## config.mk

```make
export PLATFORM = sky130hd
export DESIGN_NAME = hazard_ctrl
export DESIGN_NICKNAME = d
export VERILOG_FILES = /design/src/rtl/hazard_pkg.sv /design/src/rtl/hazard_ctrl_fwd_sel.sv /design/src/rtl/hazard_ctrl.sv
export SDC_FILE = /design/constraint.sdc
export NUM_CORES = 1
export LEC_CHECK = 0
export BUFFER_PORTS_ARGS = -buffer_cell sky130_fd_sc_hd__buf_2
export CORE_MARGIN = 2
export CORE_UTILIZATION = 56
export CTS_CLUSTER_DIAMETER = 60
export CTS_CLUSTER_SIZE = 25
export DETAILED_ROUTE_END_ITERATION = 16
export PLACE_DENSITY = 0.86
export SYNTH_ARGS = -nofsm -noshare
export SYNTH_HDL_FRONTEND = slang
export SYNTH_HIERARCHICAL = 1
export SYNTH_SLANG_ARGS = --single-unit
```

## constraint.sdc

```tcl
create_clock -name clk -period 6.55 [get_ports clk]
set_clock_uncertainty 0.1 [all_clocks]
set_input_delay 0.3275 -clock clk [delete_from_list [all_inputs] [get_ports clk]]
set_output_delay 0.3275 -clock clk [all_outputs]
set_load 0.01 [all_outputs]
```

## src/rtl/hazard_pkg.sv

```systemverilog
// Shared types and constants for the pipeline hazard/control unit.
package hazard_pkg;

    typedef enum logic [1:0] {
        FWD_RF  = 2'b00,
        FWD_WB  = 2'b01,
        FWD_MEM = 2'b10
    } fwd_sel_t;

    typedef enum logic {
        RUN      = 1'b0,
        MEM_WAIT = 1'b1
    } hz_state_t;

    localparam logic [4:0] REG_X0 = 5'd0;

endpackage

```

## src/rtl/hazard_ctrl_fwd_sel.sv

```systemverilog
// Forwarding-source select for one Execute-stage operand; Memory beats Writeback.
module fwd_sel
    import hazard_pkg::*;
(
    input  logic [4:0] rs,
    input  logic [4:0] rd_m,
    input  logic [4:0] rd_w,
    input  logic       reg_write_m,
    input  logic       reg_write_w,
    output logic [1:0] sel
);

    // x0 never forwards; the younger M result shadows W
    always_comb begin
        sel = FWD_RF;
        if (reg_write_m && (rd_m != REG_X0) && (rd_m == rs)) begin
            sel = FWD_MEM;
        end else if (reg_write_w && (rd_w != REG_X0) && (rd_w == rs)) begin
            sel = FWD_WB;
        end
    end

endmodule

```

## src/rtl/hazard_ctrl.sv

```systemverilog
// Hazard detection, forwarding, data-memory wait tracking and activity counters.
module hazard_ctrl
    import hazard_pkg::*;
#(
    parameter int unsigned CNT_W       = 32,
    parameter int unsigned MEM_TIMEOUT = 16
) (
    input  logic             clk,
    input  logic             rst_n,
    input  logic [4:0]       Rs1D,
    input  logic [4:0]       Rs2D,
    input  logic [4:0]       Rs1E,
    input  logic [4:0]       Rs2E,
    input  logic [4:0]       RdE,
    input  logic [4:0]       RdM,
    input  logic [4:0]       RdW,
    input  logic             RegWriteM,
    input  logic             RegWriteW,
    input  logic             ResultSrcE0,
    input  logic             PCSrcE,
    input  logic             MemReqM,
    input  logic             MemReadyM,
    output logic             StallF,
    output logic             StallD,
    output logic             StallE,
    output logic             StallM,
    output logic             FlushD,
    output logic             FlushE,
    output logic             FlushW,
    output logic [1:0]       ForwardAE,
    output logic [1:0]       ForwardBE,
    output logic             MemErr,
    output logic [CNT_W-1:0] StallCnt,
    output logic [CNT_W-1:0] FlushCnt
);

    localparam int unsigned      WAIT_W   = $clog2(MEM_TIMEOUT + 1);
    localparam logic [WAIT_W-1:0] WAIT_MAX = WAIT_W'(MEM_TIMEOUT);
    localparam logic [CNT_W-1:0]  CNT_MAX  = '1;

    hz_state_t         state, state_next;
    logic [WAIT_W-1:0] wait_cnt, wait_next;
    logic              mem_wait, lw_stall;
    logic [1:0]        fwd_a, fwd_b;

    assign mem_wait = MemReqM & ~MemReadyM;
    assign lw_stall = ResultSrcE0 & (RdE != REG_X0) & ((RdE == Rs1D) | (RdE == Rs2D));

    fwd_sel u_fwd_a (
        .rs          (Rs1E),
        .rd_m        (RdM),
        .rd_w        (RdW),
        .reg_write_m (RegWriteM),
        .reg_write_w (RegWriteW),
        .sel         (fwd_a)
    );

    fwd_sel u_fwd_b (
        .rs          (Rs2E),
        .rd_m        (RdM),
        .rd_w        (RdW),
        .reg_write_m (RegWriteM),
        .reg_write_w (RegWriteW),
        .sel         (fwd_b)
    );

    // Zero-latency pipeline controls; a memory wait freezes E and overrides branch/load-use
    always_comb begin
        StallF    = 1'b0;
        StallD    = 1'b0;
        StallE    = 1'b0;
        StallM    = 1'b0;
        FlushD    = 1'b0;
        FlushE    = 1'b0;
        FlushW    = 1'b0;
        ForwardAE = FWD_RF;
        ForwardBE = FWD_RF;
        if (rst_n) begin
            ForwardAE = fwd_a;
            ForwardBE = fwd_b;
            if (mem_wait) begin
                StallF = 1'b1;
                StallD = 1'b1;
                StallE = 1'b1;
                StallM = 1'b1;
                FlushW = 1'b1;
            end else begin
                StallF = lw_stall;
                StallD = lw_stall;
                FlushD = PCSrcE;
                FlushE = lw_stall | PCSrcE;
            end
        end
    end

    // Memory-wait FSM next state and saturating wait-length count
    always_comb begin
        state_next = state;
        wait_next  = wait_cnt;
        case (state)
            RUN: begin
                if (mem_wait) begin
                    state_next = MEM_WAIT;
                    wait_next  = WAIT_W'(1);
                end
            end
            MEM_WAIT: begin
                if (mem_wait) begin
                    if (wait_cnt != WAIT_MAX) begin
                        wait_next = WAIT_W'(wait_cnt + WAIT_W'(1));
                    end
                end else begin
                    state_next = RUN;
                    wait_next  = '0;
                end
            end
            default: begin
                state_next = RUN;
                wait_next  = '0;
            end
        endcase
    end

    // State, sticky timeout flag and saturating activity counters
    always_ff @(posedge clk) begin
        if (!rst_n) begin
            state    <= RUN;
            wait_cnt <= '0;
            MemErr   <= 1'b0;
            StallCnt <= '0;
            FlushCnt <= '0;
        end else begin
            state    <= state_next;
            wait_cnt <= wait_next;
            if (mem_wait && (wait_cnt == WAIT_MAX)) begin
                MemErr <= 1'b1;
            end
            if (StallF && (StallCnt != CNT_MAX)) begin
                StallCnt <= StallCnt + CNT_W'(1);
            end
            if (FlushD && (FlushCnt != CNT_MAX)) begin
                FlushCnt <= FlushCnt + CNT_W'(1);
            end
        end
    end

endmodule

```

==> impl_metrics.tcl <==
set metrics [dict create \
    synth.distinct_cells 51 \
    power_switching_share_pct 23.6 \
    grt_usage_pct 25.4 \
    hold_viol_final 0 \
    reg2reg_from "StallCnt[1]" \
    slew_headroom_pct 16.6 \
    synth_top_cell_by_area "dfxtp_1" \
    synth_nets 541 \
    rr_endpoint "StallCnt[18]" \
    avgViaCountPerCell 5.83 \
    wl_per_cell_um 14.5 \
    drtIter0Drc 255 \
    max_stage_delay_ps 930 \
    r2r_slack_ps 3480 \
    htreeDepth 3 \
    p_comb_share_pct 8.6 \
    cp-start-kind "flop" \
    clock_sink_count 71 \
    drc_errors 0 \
    synth_edf_count 0 \
    root_buffer "clkbuf_8" \
    routabilityCongestion 0.840 \
    yosys_warnings 6 \
    rsz0062_at_grt "false" \
    clk_path_buf_depth 2 \
    cp_slowest_cell "nand2_1" \
    status "completed" \
    yosysSeqAreaShare_pct 35.5 \
    seqPwrFrac_pct 47.8 \
    core_area_um2 6870 \
    drive_gt1_share_pct 25.2 \
    numCtsBuffers 9 \
    cts_setup_buffers 0 \
    syn_avg_cell_area_um2 8.09 \
    dr_total_vias 4106 \
    ys_async_sr_fraction_pct 0 \
    synth_top_area_share_pct 35.5 \
    overflow 0 \
    place_area_um2 4620 \
    pin_count 119 \
    path_class "reg2reg" \
    grt_pass1_wl_um 16000 \
    fin_crit_sh_pct 46.9 \
    hold_buffers 0 \
    clock_latency_ps 340 \
    p_int_w 0.000700 \
    setup-tns-final_ps 0 \
    worstPathMaxFanout 46 \
    antenna_found_initial 0 \
    crit_path_start "StallCnt[1]" \
    endpoint "StallCnt[18]" \
    num_antenna_cells 0 \
    ys_seq_elements 71 \
    critical_path_arrival_ps 3220 \
    grt_max_degree 61 \
    switchingPower_w 0.000216 \
    finalMaxSlewViolations 0 \
    fillers 560 \
    hpwl_um 7300 \
    io_buffers 118 \
    die_w_um 88.5 \
    ctsResizeCount 0 \
    drt_wl_total_um 10200 \
    r2r_cells 7 \
    first_pass_iters 5 \
    syn_area_um2 4000 \
    yosys-top-cells-area "dfxtp_1 (36%), xnor2_1 (5.9%), xor2_1 (5.7%)" \
    fmax_ghz 0.326 \
    synth_ff_type "dfxtp_1" \
    die_h_um 88.5 \
    core.rowCount 30 \
    vdd_drop_max_uv 102 \
    pwr_density_cell_nw_per_um2 189 \
    synth_most_common_cell "dfxtp_1" \
    clockPowerShare_pct 43.6 \
    initial_core_util_pct 58.2 \
    nets 650 \
    min-delay-path-class "in2reg" \
    end_kind "flop" \
    synthToLayoutAreaGrowth_pct 21.4 \
    final-setup-viol-count 0 \
    synthCells 494 \
    p_leak_nw 1.94 \
    die_area_um2 7830 \
    synth.top_cells.by_count "dfxtp_1 (71), nor2_1 (49), nand2_1 (43), nand3_1 (37), a21oi_1 (30)" \
    finalCriticalPeriod_ps 3070 \
    design_area_um2 4850 \
    tritoncts "done" \
    crit_required_ps 6700 \
    first_global_vias 3619 \
    crit_chain "ha_1 -> nand4_1 -> nor4_1 -> a32oi_1 -> nand2_1 -> o21ai_0 -> a21oi_1" \
    worstMarginPinSlew_ps 1250 \
    path_clk_slew_ps 80 \
    cap_violations 0 \
    postRouteAntennaNets 0 \
]
==> critical path: cells and delay by family, from the launching register on <==
| kind | cells | cell delay, ps |
|---|---|---|
| fa+ha+maj | 1 | 300 |
| compound gates | 3 | 670 |
| simple gates | 3 | 1440 |
| flops | 1 | 470 |
==> layout by cell type (no fill, tap or decap), drive strengths merged, types with 2 or more instances in the layout <==
cell | netlist | layout
a211oi | 4 | 4
a21oi | 30 | 30
a22oi | 2 | 2
and2 | 8 | 8
and3 | 10 | 10
buf | 7 | 119
bufinv | 0 | 2
clkbuf | 14 | 11
clkinvlp | 0 | 2
dfxtp | 71 | 71
ha | 4 | 4
inv | 13 | 13
mux2i | 12 | 12
nand2 | 43 | 43
nand2b | 8 | 8
nand3 | 37 | 37
nand4 | 25 | 25
nor2 | 49 | 49
nor3 | 18 | 18
nor4 | 9 | 9
o21ai | 19 | 19
o311ai | 2 | 2
o31ai | 9 | 9
o41ai | 4 | 4
or2 | 3 | 3
or3 | 17 | 17
or4 | 10 | 10
xnor2 | 27 | 27
xor2 | 26 | 26
==> layer usage <==
| metal | vias up | share of wire (%) | global-route usage, % |
|---|---|---|---|
| met2 | 166 | 49 | 44.2 |
| met4 | 0 | 2.2 | 8.95 |
| met5 | - | 0 | 0 |
| li1 | 2005 | - | - |
| met3 | 26 | 6.9 | 5.22 |
| met1 | 1909 | 42 | 31.1 |
==> power by group through the flow <==
| stage | clock, W | combinational [W] | sequential [W] |
|---|---|---|---|
| after floorplan | 0 | 0.0000475 | 0.000448 |
| after global placement | 0 | 0.0000753 | 0.000447 |
| after detailed placement | 0 | 0.0000782 | 0.000448 |
| after CTS | 0.000404 | 0.0000786 | 0.000437 |
| after global routing | 0.000421 | 0.0000866 | 0.000438 |
| final | 0.000399 | 0.0000789 | 0.000437 |
==> flip-flops by register name, summed over array words and instances, names as in the netlist <==
| signal | cells |
|---|---|
| FlushCnt | 32 |
| MemErr | 1 |
| StallCnt | 32 |
| state | 1 |
| wait_cnt | 5 |
==> worst min path at each step <==
stage	endpoint	start	cells past startpoint	slack, ps
5_1_grt	MemErr	MemReadyM	4	370
6_report	MemErr	MemReadyM	4	360
4_1_cts	MemErr	MemReadyM	4	350
2_1_floorplan	wait_cnt[4]	wait_cnt[4]	2	370
3_5_place_dp	StallCnt[27]	StallCnt[27]	2	390
3_3_place_gp	MemErr	MemErr	2	350
==> cells by family after synthesis <==
| group | count (synthesis) | synth area share [%] |
|---|---|---|
| XOR/XNOR | 53 | 11.6 |
| buffers and inverters | 34 | 3.60 |
| AO/OA/AOI/OAI | 76 | 12.3 |
| flip-flops | 71 | 35.5 |
| AND/OR/NAND/NOR | 244 | 32.7 |
| multiplexers | 12 | 3.00 |
| adder cells (fa/ha/maj) | 4 | 1.25 |
==> stage by stage <==
step / util [%] / std cells / hold slack (ps) / worst slack, ps / power (W)
final: 70.7 / 704 / 363 / 3480 / 0.000916
after detailed placement: 67.3 / 688 / 389 / 3690 / 0.000526
after global placement: 67.3 / 688 / 352 / 3730 / 0.000523
after CTS: 70.7 / 704 / 348 / 3560 / 0.000919
after global routing: 70.7 / 704 / 374 / 3290 / 0.000945
after floorplan: - / 494 / 366 / 4260 / 0.000495
==> layout make-up <==
class / instances / area, um^2 / share of cell area (%)
inverters: 13 / 48.8 / 1.01
well taps: 96 / 120 / 2.47
repair buffers: 119 / 598 / 12.3
multi-input cells: 389 / 2430 / 50.1
clock inverters: 5 / 80.1 / 1.65
clock buffers: 11 / 151 / 3.12
flip-flops and latches: 71 / 1420 / 29.3
No activity file was read; power rests on OpenSTA's default activity.
